$ cat config.mk
export PLATFORM = sky130hd
export DESIGN_NAME = bcd_accum_scan_ctrl
export DESIGN_NICKNAME = d
export VERILOG_FILES = /design/src/rtl/bcd_accum_scan_ctrl.sv
export SDC_FILE = /design/constraint.sdc
export NUM_CORES = 1
export LEC_CHECK = 0
export BUFFER_PORTS_ARGS = -buffer_cell sky130_fd_sc_hd__buf_4
export CORE_MARGIN = 4
export CORE_UTILIZATION = 59
export CTS_BUF_LIST = sky130_fd_sc_hd__clkbuf_8
export CTS_CLUSTER_DIAMETER = 30
export DETAILED_ROUTE_END_ITERATION = 8
export HOLD_SLACK_MARGIN = 0.15
export PLACE_DENSITY = 0.88
export SETUP_SLACK_MARGIN = 0.02
export SLEW_MARGIN = 20
export SYNTH_ARGS = -nofsm -noshare
export SYNTH_HDL_FRONTEND = slang
export SYNTH_SLANG_ARGS = --single-unit
$ cat constraint.sdc
create_clock -name clk -period 4 [get_ports clk]
set_input_delay 0 -clock clk [delete_from_list [all_inputs] [get_ports clk]]
set_output_delay 0 -clock clk [all_outputs]
set_load 0.03 [all_outputs]
$ cat src/rtl/bcd_accum_scan_ctrl.sv
// ============================================================================
// Module   : bcd_accum_scan_ctrl
// Brief    : 4-digit BCD accumulator with a digit-serial adder FSM and a
//            multiplexed display scan (one-hot digit enable + hex code).
// Revision : 1.0 - initial release
// ============================================================================
`default_nettype none

module bcd_accum_scan_ctrl #(
  parameter logic [15:0] SCAN_DIV = 16'd50000
) (
  input  logic        clk,
  input  logic        rst_n,
  input  logic        add_req,
  input  logic [3:0]  operand,
  input  logic [1:0]  op_pos,
  input  logic        clr,
  output logic [15:0] acc,
  output logic        busy,
  output logic        done,
  output logic        err,
  output logic        ovf,
  output logic [3:0]  dig,
  output logic [3:0]  disp_hex
);

  localparam logic [15:0] c_scan_last = SCAN_DIV - 16'd1;
  localparam logic [3:0]  c_err_hex   = 4'hE;
  localparam logic [3:0]  c_bcd_max   = 4'd9;

  typedef enum logic [1:0] {
    ST_IDLE = 2'd0,
    ST_ADD  = 2'd1,
    ST_DONE = 2'd2
  } state_t;

  state_t      state_q, state_d;
  logic [15:0] acc_q, acc_d;
  logic        err_q, err_d;
  logic        ovf_q, ovf_d;
  logic [3:0]  op_q, op_d;
  logic [1:0]  pos_q, pos_d;
  logic [1:0]  idx_q, idx_d;
  logic        carry_q, carry_d;
  logic [15:0] scan_cnt_q, scan_cnt_d;
  logic [1:0]  scan_idx_q, scan_idx_d;

  logic [3:0]  w_digits [4];
  logic [3:0]  w_cur_digit;
  logic [3:0]  w_addend;
  logic [4:0]  w_sum;
  logic        w_carry_out;
  logic [3:0]  w_digit_res;

  generate
    for (genvar gi = 0; gi < 4; gi++) begin : g_digit
      assign w_digits[gi] = acc_q[4*gi +: 4];
    end
  endgenerate

  // Digit-serial BCD add: 5-bit sum, max 9+9+1 = 19; the 4-bit subtract of 10
  // wraps correctly for sums 16..19 as well.
  assign w_cur_digit = w_digits[idx_q];
  assign w_addend    = (idx_q == pos_q) ? op_q : 4'd0;
  assign w_sum       = {1'b0, w_cur_digit} + {1'b0, w_addend} + {4'd0, carry_q};
  assign w_carry_out = (w_sum >= 5'd10);
  assign w_digit_res = w_carry_out ? (w_sum[3:0] - 4'd10) : w_sum[3:0];

  always_comb begin
    state_d    = state_q;
    acc_d      = acc_q;
    err_d      = err_q;
    ovf_d      = ovf_q;
    op_d       = op_q;
    pos_d      = pos_q;
    idx_d      = idx_q;
    carry_d    = carry_q;
    scan_cnt_d = scan_cnt_q;
    scan_idx_d = scan_idx_q;

    case (state_q)
      ST_IDLE: begin
        if (add_req && !clr) begin
          if (operand <= c_bcd_max) begin
            op_d    = operand;
            pos_d   = op_pos;
            err_d   = 1'b0;
            idx_d   = 2'd0;
            carry_d = 1'b0;
            state_d = ST_ADD;
          end else begin
            err_d   = 1'b1;
          end
        end
      end
      ST_ADD: begin
        acc_d[{idx_q, 2'b00} +: 4] = w_digit_res;
        carry_d = w_carry_out;
        idx_d   = idx_q + 2'd1;
        if (idx_q == 2'd3) begin
          ovf_d   = ovf_q | w_carry_out;
          state_d = ST_DONE;
        end
      end
      ST_DONE: begin
        state_d = ST_IDLE;
      end
      default: begin
        state_d = ST_IDLE;
      end
    endcase

    // Clear aborts any addition in flight and overrides a same-cycle request.
    if (clr) begin
      acc_d   = 16'h0000;
      err_d   = 1'b0;
      ovf_d   = 1'b0;
      idx_d   = 2'd0;
      carry_d = 1'b0;
      state_d = ST_IDLE;
    end

    if (scan_cnt_q >= c_scan_last) begin
      scan_cnt_d = 16'd0;
      scan_idx_d = scan_idx_q + 2'd1;
    end else begin
      scan_cnt_d = scan_cnt_q + 16'd1;
    end
  end

  always_ff @(posedge clk) begin
    if (!rst_n) begin
      state_q    <= ST_IDLE;
      acc_q      <= 16'h0000;
      err_q      <= 1'b0;
      ovf_q      <= 1'b0;
      op_q       <= 4'd0;
      pos_q      <= 2'd0;
      idx_q      <= 2'd0;
      carry_q    <= 1'b0;
      scan_cnt_q <= 16'd0;
      scan_idx_q <= 2'd0;
    end else begin
      state_q    <= state_d;
      acc_q      <= acc_d;
      err_q      <= err_d;
      ovf_q      <= ovf_d;
      op_q       <= op_d;
      pos_q      <= pos_d;
      idx_q      <= idx_d;
      carry_q    <= carry_d;
      scan_cnt_q <= scan_cnt_d;
      scan_idx_q <= scan_idx_d;
    end
  end

  assign acc      = acc_q;
  assign busy     = (state_q != ST_IDLE);
  assign done     = (state_q == ST_DONE);
  assign err      = err_q;
  assign ovf      = ovf_q;
  assign dig      = 4'b0001 << scan_idx_q;
  assign disp_hex = err_q ? c_err_hex : w_digits[scan_idx_q];

endmodule

`default_nettype wire

==> out/results.ini, run 1 <==
[sta]
max_freq_mhz=306
whs_ns=0.223
min_period_ns=3.26
finalCritPeriodShare_pct=81.6
worst_pin_slew_ns=0.986
setup_viol=0
max_slew_margin_pct=34.1
setup-tns-final_ns=0
hold_viol_final=0
rsz0062_at_grt=false
slew_violations=0
skew_ns=0.00940

[final_layout]
insertedDiodeCount=0
fill_cells=282
drive_gt1_share_pct=18.8
fin_nets=356
area_growth_syn_to_layout_pct=21.5
final_cells=380

[grt]
grt_use_total_pct=25.6
grt_max_degree=21
grt_pass1_vias=2249
antenna_found_initial=0
grt_pass1_wl_microns=10600
grt_remaining_overflow=0

[clocking]
cts_buffers=5
cts_buffer_depth=2
path_clk_slew_ns=0.09
htreeDepth=2
cts_num_sinks=47
clkLatencyLatePin_ns=0.31
postCtsSetupBuffers=0
cts_root_buffer=clkbuf_8
tritoncts=built

[detailed_routing]
num_vias=2252
avgRoutedWirePerCell_microns=16.9
via_per_inst=5.93
drt_first_pass_iters=4
post-route-drc-count=0
wl_microns=6400
ant_nets=0
drt_iter0_drc=242

[yosys]
synthArstFlopShare_pct=0
post_synth.cell_area_avg_sq_um=9.12
synth_seq_cells=47
ys_seq_area_share_pct=37.0
ys_types=42
synth_edf_count=0
synth_area_leaders=dfxtp_1 (37%), ha_1 (7.4%), mux4_2 (7.1%), nor2_1 (4.7%), nand2_1 (4.4%)
syn_nets=306
yosysMostFrequentCell=dfxtp_1
yosys_warnings=0
synth_largest_area_cell=dfxtp_1
ys_top_cells_by_count=dfxtp_1 (47), nor2_1 (32), nand2_1 (30)
yosysTopAreaCellShare_pct=37.0
synthCells=279
syn-cell-area_sq_um=2540
ys.flop_type=dfxtp_1

[floorplan]
die_w_microns=73.7
start_util_pct=62.3
die_area_sq_um=5430
die_y_microns=73.7
ios=38
core_area_sq_um=4090
rows=23

[power_and_ir_drop]
clkPwrFrac_pct=35.0
p_int_mw=0.650
p_sw_mw=0.215
combPwrFrac_pct=9.6
p_leak_nw=1.32
irDropWorstVdd_v=0.000310
powerDensity_nw_per_um2=280
sequentialPowerShare_pct=55.4
swShare_pct=24.9

[hold_path]
hp-class=in -> reg
worstHoldStart=add_req

[setup_path]
worstPathArrival_ns=3.47
r2r-start=idx_q[1]
slowest_stage=dfxtp_1
critPathKind=reg -> reg
worst_path_most_repeated_cell=inv_1
critPathCaptureType=flip-flop
cp_max_fo=10
crit_path_start_kind=flip-flop
crit_path_max_incr_delay_ns=0.59
cp-startpoint=idx_q[1]
crit_required_ns=4.20
crit_chain=xor2_1 > nor2_1 > nand2_1 > fa_1 > inv_1 > fa_1 > inv_1 > ha_1 > inv_1 > a31oi_1 > o31ai_4 > xnor2_1 > a32o_1

[status]
status=finished, final reports clean

[place]
port_buffers=37
hpwl_microns=4420
gp_congestion=0.917
placed_cells=356

[run]
drv_cap=0

[placed cells by master (no fill, tap or decap), drive strengths merged, types with 2 or more instances in the layout]
master and count:
nand3 7, a21oi 8, fa 2, nand2 30, nor2 32, inv 17
a21o 2, dfxtp 47, or2 5, clkbuf 6, and2 4, nand2b 2
mux2i 6, nor3b 2, buf 38, a22oi 2, and3 4, a31oi 4
xnor2 10, a2bb2oi 3, nor2b 10, xor2 8, nor3 7, mux4 8
o21ai 9, o21a 2, nor4 2, nand4 4, dlygate4sd3 16, a32o 3
a21boi 2, ha 15, o31ai 5
[cell type report]
class                           count  area, sq um  share of cell area [%]
Clock buffer                        6         82.6                    2.67
Clock inverter                      2         12.5                   0.405
Inverter                           16         60.1                    1.94
Multi-Input combinational cell    205         1490                    48.1
Sequential cell                    47          941                    30.4
Tap cell                           50         62.6                    2.02
Timing Repair Buffer               54          445                    14.4
[path summary, 6_finish.rpt]
path / cells after the start / slack (ns) / end
worst max-delay path: 13 / 0.74 / acc[5]
worst min-delay path: 5 / 0.22 / carry_q
worst max register to register: 13 / 0.74 / acc[5]
worst min register to register: 1 / 0.44 / scan_cnt_q[0]
[sequential cells by signal, summed over array words and instances, names as in the netlist]
| name | flops |
|---|---|
| acc | 16 |
| scan_cnt_q | 16 |
| op_q | 4 |
| idx_q | 2 |
| pos_q | 2 |
| scan_idx_q | 2 |
| state_q | 2 |
| carry_q | 1 |
| err | 1 |
| ovf | 1 |
[power by group through the flow]
stage / registers (mW) / logic, mW / clock network, mW
2_1_floorplan: 0.489 / 0.0490 / 0
6_report: 0.479 / 0.0830 / 0.303
3_5_place_dp: 0.490 / 0.0679 / 0
4_1_cts: 0.478 / 0.0798 / 0.304
3_3_place_gp: 0.489 / 0.0656 / 0
5_1_grt: 0.480 / 0.0906 / 0.323
[stage by stage]
stage          setup WS [ns]  cell area, sq um  power [mW]  utilization, %
5_1_grt                0.476              3090       0.894            75.7
6_report               0.737              3090       0.865            75.7
4_1_cts                0.783              3090       0.862            75.7
3_3_place_gp           0.943              2840       0.555            69.4
3_5_place_dp           0.834              2840       0.557            69.4
2_1_floorplan          0.670              2540       0.538               -
[per-layer routing]
metal  global-route usage [%]  wire length, microns  vias to the layer above
li1                         -                     -                     1064
met1                     32.2                  2620                     1079
met2                     42.2                  3180                       95
met3                     5.75                   445                       14
met4                     10.5                   159                        0
met5                        0                     0                        -
[kinds of logic (layout without fill, tap and decap cells)]
family                   Yosys count  after routing  synth area share, %
AO/OA/AOI/OAI                     44             44                 12.4
XOR/XNOR                          18             18                 6.19
adder cells (fa/ha/maj)           17             17                 8.95
buffers and inverters             27             78                 4.57
flip-flops                        47             47                 37.0
multiplexers                      14             14                 9.44
AND/OR/NAND/NOR                  112            112                 21.4
[worst max-delay path, delay by kind of cell (launching register included)]
family	cells	cell delay (ns)
AND/OR/NAND/NOR	2	0.30
AO/OA/AOI/OAI	3	0.66
flip-flops	1	0.59
adder cells (fa/ha/maj)	3	1.01
buffers and inverters	3	0.27
XOR/XNOR	2	0.33
[what timing repair did]
item	in CTS	in global routing
hold buffers	16	0
resized for setup	0	0
endpoints found under the hold margin	11	0
Power figures use the tool's default switching activity.
==> inputs of run 2 (changes only) <==
==> constraint.sdc (replaced) <==
create_clock -name clk -period 3.1 [get_ports clk]
set_input_delay 0 -clock clk [delete_from_list [all_inputs] [get_ports clk]]
set_output_delay 0 -clock clk [all_outputs]
set_load 0.03 [all_outputs]
==> run 2 against run 1 <==
Compared with the run above: clock-buffer cell count decreased by 1; cell area increased by 5.5%; register-to-register slack got worse by 0.77 ns; critical path depth rose by 1; sequential share of layout area down 1.5 points; the flow now finishes with violations (setup timing); sequential cell count did not move; critical path type unchanged; total power increased by 37%; combinational power rose by 58%; fmax up 4.1%; setup slack lost 0.77 ns; sequential power grew 29%.
==> out/results.ini, run 2 (synthesis gave the netlist of run 1 again) <==
[sta]
whs_ns=0.224  ; +0.00157 ns
setup_viol=4  ; +4
max_freq_mhz=319  ; +4.1%
setup_ws_ns=-0.0350  ; -0.772 ns
setup-tns-final_ns=-0.0857  ; -0.0857 ns
worst_pin_slew_ns=0.780  ; -0.207 ns
skew_ns=0.00702  ; -0.00238 ns
max_slew_margin_pct=47.9  ; +14 points
finalCritPeriodShare_pct=101  ; +20 points
min_period_ns=3.13  ; -0.128 ns
hold_viol_final=0  ; unchanged
slew_violations=0  ; unchanged

[power_and_ir_drop]
total_power_mw=1.18  ; +37%
p_leak_nw=1.39  ; +4.9%
irDropWorstVdd_v=0.000344  ; +11%
powerDensity_nw_per_um2=362  ; +30%

[detailed_routing]
drt_iter0_drc=281  ; +16%
drt_first_pass_iters=5  ; +1
avgRoutedWirePerCell_microns=19.9  ; +18%
via_per_inst=6.26  ; +5.6%
post-route-drc-count=0  ; unchanged
wl_microns=7790  ; +22%
num_vias=2446  ; +8.6%
ant_nets=0  ; unchanged

[final_layout]
final_cell_mix=buf_4 (52), dfxtp_1 (46), nor2_1 (32)
fill_cells=256  ; -9.2%
final_common_cell=buf_4
area_growth_syn_to_layout_pct=28.2
drive_gt1_share_pct=26.1  ; +7.3 points
design_area_sq_um=3260  ; +5.5%
fin_nets=368  ; +3.4%
insertedDiodeCount=0  ; unchanged

[clocking]
cts_num_sinks=47  ; unchanged
cts_buffer_depth=2  ; unchanged
cts_buffers=5  ; unchanged
clkLatencyLatePin_ns=0.30  ; about the same
tritoncts=built
cts_root_buffer=clkbuf_8
htreeDepth=2  ; unchanged
path_clk_slew_ns=0.08  ; about the same

[floorplan]
die_w_microns=73.7  ; unchanged
die_y_microns=73.7  ; unchanged
start_util_pct=62.3  ; unchanged
ios=38  ; unchanged
rows=23  ; unchanged
die_area_sq_um=5430  ; unchanged
core_area_sq_um=4090  ; unchanged

[setup_path]
r2r_slack_ns=-0.03  ; -0.77 ns
critPathKind=reg -> reg
worstPathArrival_ns=3.38  ; -0.09 ns
crit_required_ns=3.35  ; -0.85 ns
crit_path_start_kind=flip-flop
worst-r2r-cell-count=14  ; +1
critPathCaptureType=flip-flop
cp_max_fo=4  ; -6

[place]
pre_cts_slack_ns=0.00159  ; -0.833 ns
hpwl_microns=4610  ; +4.4%
dpl_cell_area_sq_um=2910  ; +2.6%
gp_congestion=0.864  ; -5.7%
port_buffers=37  ; unchanged

[grt]
grt_use_total_pct=27.9  ; +2.3 points
grt_pass1_wl_microns=11400  ; +7.7%
antenna_found_initial=0  ; unchanged
grt_remaining_overflow=0  ; unchanged
grt_max_degree=21  ; unchanged
grt_pass1_vias=2331  ; +3.6%

[status]
violations=setup timing
status=complete, but fails checks

[hold_path]
hp-class=in -> reg
holdPathStages=4  ; -1

[run]
drv_cap=0  ; unchanged

## run 2: area by class of cell
type / instances / area [sq um] / share of cell area [%]
Tap cell: 50 / 62.6 / 1.92
Clock buffer: 5 / 68.8 / 2.11
Sequential cell: 47 / 942 / 28.9
Timing Repair Buffer: 66 / 531 / 16.3
Inverter: 16 / 60.1 / 1.84
Multi-Input combinational cell: 205 / 1560 / 47.9
Clock inverter: 2 / 33.8 / 1.04
## run 2: power breakdown
part | total (mW) | internal (mW) | switching (mW)
clock | 0.433 | 0.233 | 0.199
combinational | 0.131 | 0.0577 | 0.0737
sequential | 0.618 | 0.611 | 0.00673
## run 2: critical path, cell delays in order (launching register included)
cell and delay, ns:
dfxtp_2 0.34, buf_4 0.15, xor2_1 0.16, nor2_1 0.16, nand2_1 0.14, fa_2 0.42, inv_2 0.07, fa_2 0.45
inv_2 0.09, ha_4 0.13, inv_2 0.05, a31oi_4 0.17, o31ai_4 0.11, xnor2_1 0.39, a32o_1 0.24
## run 2: worst paths after layout
path,start,to
setup / recovery,idx_q[0],acc[9]
hold / removal,add_req,err
setup reg to reg,idx_q[0],acc[9]
hold reg to reg,scan_cnt_q[0],scan_cnt_q[0]
## run 2: repair_timing
item,in CTS,in global routing
pin swaps,3,6
setup buffers,3,2
hold buffers,14,0
setup endpoints to repair,8,14
resized for setup,7,14
hold endpoints to repair,9,0
## run 2: metal layers
metal  global-route usage (%)  wire length (microns)
met4                     14.5                    563
met5                        0                      0
met2                     45.8                   3690
met3                     7.66                    688
met1                     33.0                   2850
## run 2: per-stage QoR
step / util, % / cells
6_report: 79.8 / 391
5_1_grt: 79.8 / 391
4_1_cts: 78.1 / 389
3_5_place_dp: 71.2 / 365
3_3_place_gp: 71.2 / 365
2_1_floorplan: - / 279
==> inputs of run 3 (changes only) <==
--- a/config.mk
+++ b/config.mk
@@ -8,7 +8,7 @@
 export BUFFER_PORTS_ARGS = -buffer_cell sky130_fd_sc_hd__buf_4
 export CORE_MARGIN = 4
 export CORE_UTILIZATION = 59
-export CTS_BUF_LIST = sky130_fd_sc_hd__clkbuf_8
+export CTS_BUF_LIST = sky130_fd_sc_hd__clkbuf_4 sky130_fd_sc_hd__clkbuf_8
 export CTS_CLUSTER_DIAMETER = 30
 export DETAILED_ROUTE_END_ITERATION = 8
 export HOLD_SLACK_MARGIN = 0.15
==> run 3 against run 2 <==
Compared with the run above: the flow now finishes without violations; register-to-register slack gained 0.04 ns; via count shrank 0.70%; cell count is the same; total power grew 0.75%; fmax grew 1.3%; setup slack gained 0.039 ns; utilization grew 0.092 points; clock power grew 2%; die area is the same; critical path type unchanged.
==> out/results.ini, run 3 (synthesis gave the netlist of run 1 again) <==
[floorplan]
die_w_microns=73.7  ; unchanged
start_util_pct=62.3  ; unchanged
core_area_sq_um=4090  ; unchanged
die_area_sq_um=5430  ; unchanged
ios=38  ; unchanged
rows=23  ; unchanged
die_y_microns=73.7  ; unchanged

[final_layout]
area_growth_syn_to_layout_pct=28.3
drive_gt1_share_pct=26.4  ; +0.29 points
fin_util_pct=79.9  ; +0.092 points
final_cell_mix=buf_4 (52), dfxtp_1 (46), nor2_1 (32)
design_area_sq_um=3270  ; +0.11%
final_common_cell=buf_4
fin_nets=368  ; unchanged
insertedDiodeCount=0  ; unchanged

[status]
status=finished, final reports clean

[sta]
hold_viol_final=0  ; unchanged
skew_ns=0.00591  ; -0.00111 ns
slew_violations=0  ; unchanged
max_slew_margin_pct=50.4  ; +2.5 points
finalCritPeriodShare_pct=99.9  ; -1.3 points
min_period_ns=3.10  ; -0.0389 ns
worst_pin_slew_ns=0.742  ; -0.0380 ns
rsz0062_at_grt=true
setup_viol=0  ; -4
setup-tns-final_ns=0  ; +0.0857 ns
max_freq_mhz=323  ; +1.3%

[place]
port_buffers=37  ; unchanged
gp_congestion=0.864  ; unchanged
dpl_cell_area_sq_um=2910  ; unchanged
hpwl_microns=4610  ; unchanged

[run]
drv_cap=0  ; unchanged

[grt]
antenna_found_initial=0  ; unchanged
grt_pass1_wl_microns=11500  ; +0.24%
grt_max_degree=21  ; unchanged
grt_remaining_overflow=0  ; unchanged
grt_use_total_pct=27.9  ; +0.057 points
grt_pass1_vias=2329  ; -0.086%

[setup_path]
cp_max_fo=4  ; unchanged
cp-startpoint=idx_q[0]
crit_required_ns=3.26  ; -0.09 ns
critPathCaptureType=flip-flop
worst-r2r-cell-count=16  ; +2
r2r-start=idx_q[0]
critPathKind=reg -> reg
crit_path_start_kind=flip-flop
r2r_slack_ns=0.004  ; +0.04 ns
r2r-end=carry_q
worstPathArrival_ns=3.26  ; -0.12 ns
crit_path_end=carry_q

[detailed_routing]
via_per_inst=6.21  ; -0.70%
drt_first_pass_iters=5  ; unchanged
num_vias=2429  ; -0.70%
ant_nets=0  ; unchanged
drt_iter0_drc=323  ; +15%
avgRoutedWirePerCell_microns=19.8  ; -0.65%
post-route-drc-count=0  ; unchanged
wl_microns=7740  ; -0.65%

[clocking]
cts_buffers=5  ; unchanged
cts_num_sinks=47  ; unchanged
clkLatencyLatePin_ns=0.30  ; about the same
cts_root_buffer=clkbuf_8
cts_buffer_depth=2  ; unchanged
tritoncts=built
path_clk_slew_ns=0.08  ; about the same
htreeDepth=2  ; unchanged

[power_and_ir_drop]
powerDensity_nw_per_um2=365  ; +0.64%
p_leak_nw=1.39  ; about the same
irDropWorstVdd_v=0.000342  ; -0.67%

[hold_path]
hp-class=in -> reg

run 3: changes by cell type in the layout (fill, tap and decap cells not counted), sizes merged:
cell    change
clkbuf      +1
inv         -1
run 3: per-stage QoR:
step	total power [mW]	setup slack, ns	instances	hold WS [ns]
6_report	1.19	0.00392	391	0.223
3_3_place_gp	0.719	0.139	365	0.256
3_5_place_dp	0.722	0.00159	365	0.265
5_1_grt	1.23	-0.0698	391	0.268
2_1_floorplan	0.694	0.0203	279	0.165
4_1_cts	1.17	0.00950	389	0.229
run 3: layout make-up:
class / count / area (sq um)
Timing Repair Buffer: 66 / 531
Fill cell: 254 / 821
Sequential cell: 47 / 942
Multi-Input combinational cell: 205 / 1560
Tap cell: 50 / 62.6
Clock buffer: 6 / 76.3
Clock inverter: 1 / 30.0
Inverter: 16 / 60.1
run 3: worst min path at each step:
| stage | start | endpoint | depth (start not counted) |
|---|---|---|---|
| 2_1_floorplan | operand[1] | op_q[1] | 2 |
| 3_3_place_gp | operand[0] | op_q[0] | 3 |
| 3_5_place_dp | op_pos[1] | pos_q[1] | 3 |
| 4_1_cts | add_req | idx_q[1] | 5 |
| 5_1_grt | add_req | err | 4 |
| 6_report | add_req | err | 4 |
run 3: where the power goes:
group | internal (mW) | switching, mW | leakage (nW)
Clock | 0.245 | 0.197 | 0.0547
Combinational | 0.0576 | 0.0735 | 0.952
Sequential | 0.611 | 0.00654 | 0.380
Total | 0.914 | 0.277 | 1.39
run 3: per-layer routing:
layer | GRT usage, % | part of all wire [%]
met4 | 14.5 | 7.7
met2 | 45.8 | 47
met3 | 7.66 | 10
met5 | 0 | 0
met1 | 33.2 | 35
run 3: critical path, cell delays in order, from the launching register on:
cell	delay [ns]
dfxtp_2	0.34
buf_4	0.15
xor2_1	0.16
nor2_1	0.16
nand2_1	0.14
fa_2	0.41
inv_2	0.07
fa_2	0.44
inv_2	0.09
ha_4	0.14
inv_2	0.05
a31oi_4	0.17
o31ai_4	0.11
buf_4	0.17
buf_4	0.14
a22oi_2	0.17
nor2_1	0.05
run 3: what timing repair did:
| action | in CTS | in global routing |
|---|---|---|
| setup endpoints to repair | 8 | 14 |
| cloned | 0 | 0 |
| pin swaps | 3 | 6 |
| hold buffers | 14 | 0 |
| hold endpoints to repair | 9 | 0 |
| buffers inserted | 3 | 2 |
| gates resized for setup | 8 | 13 |
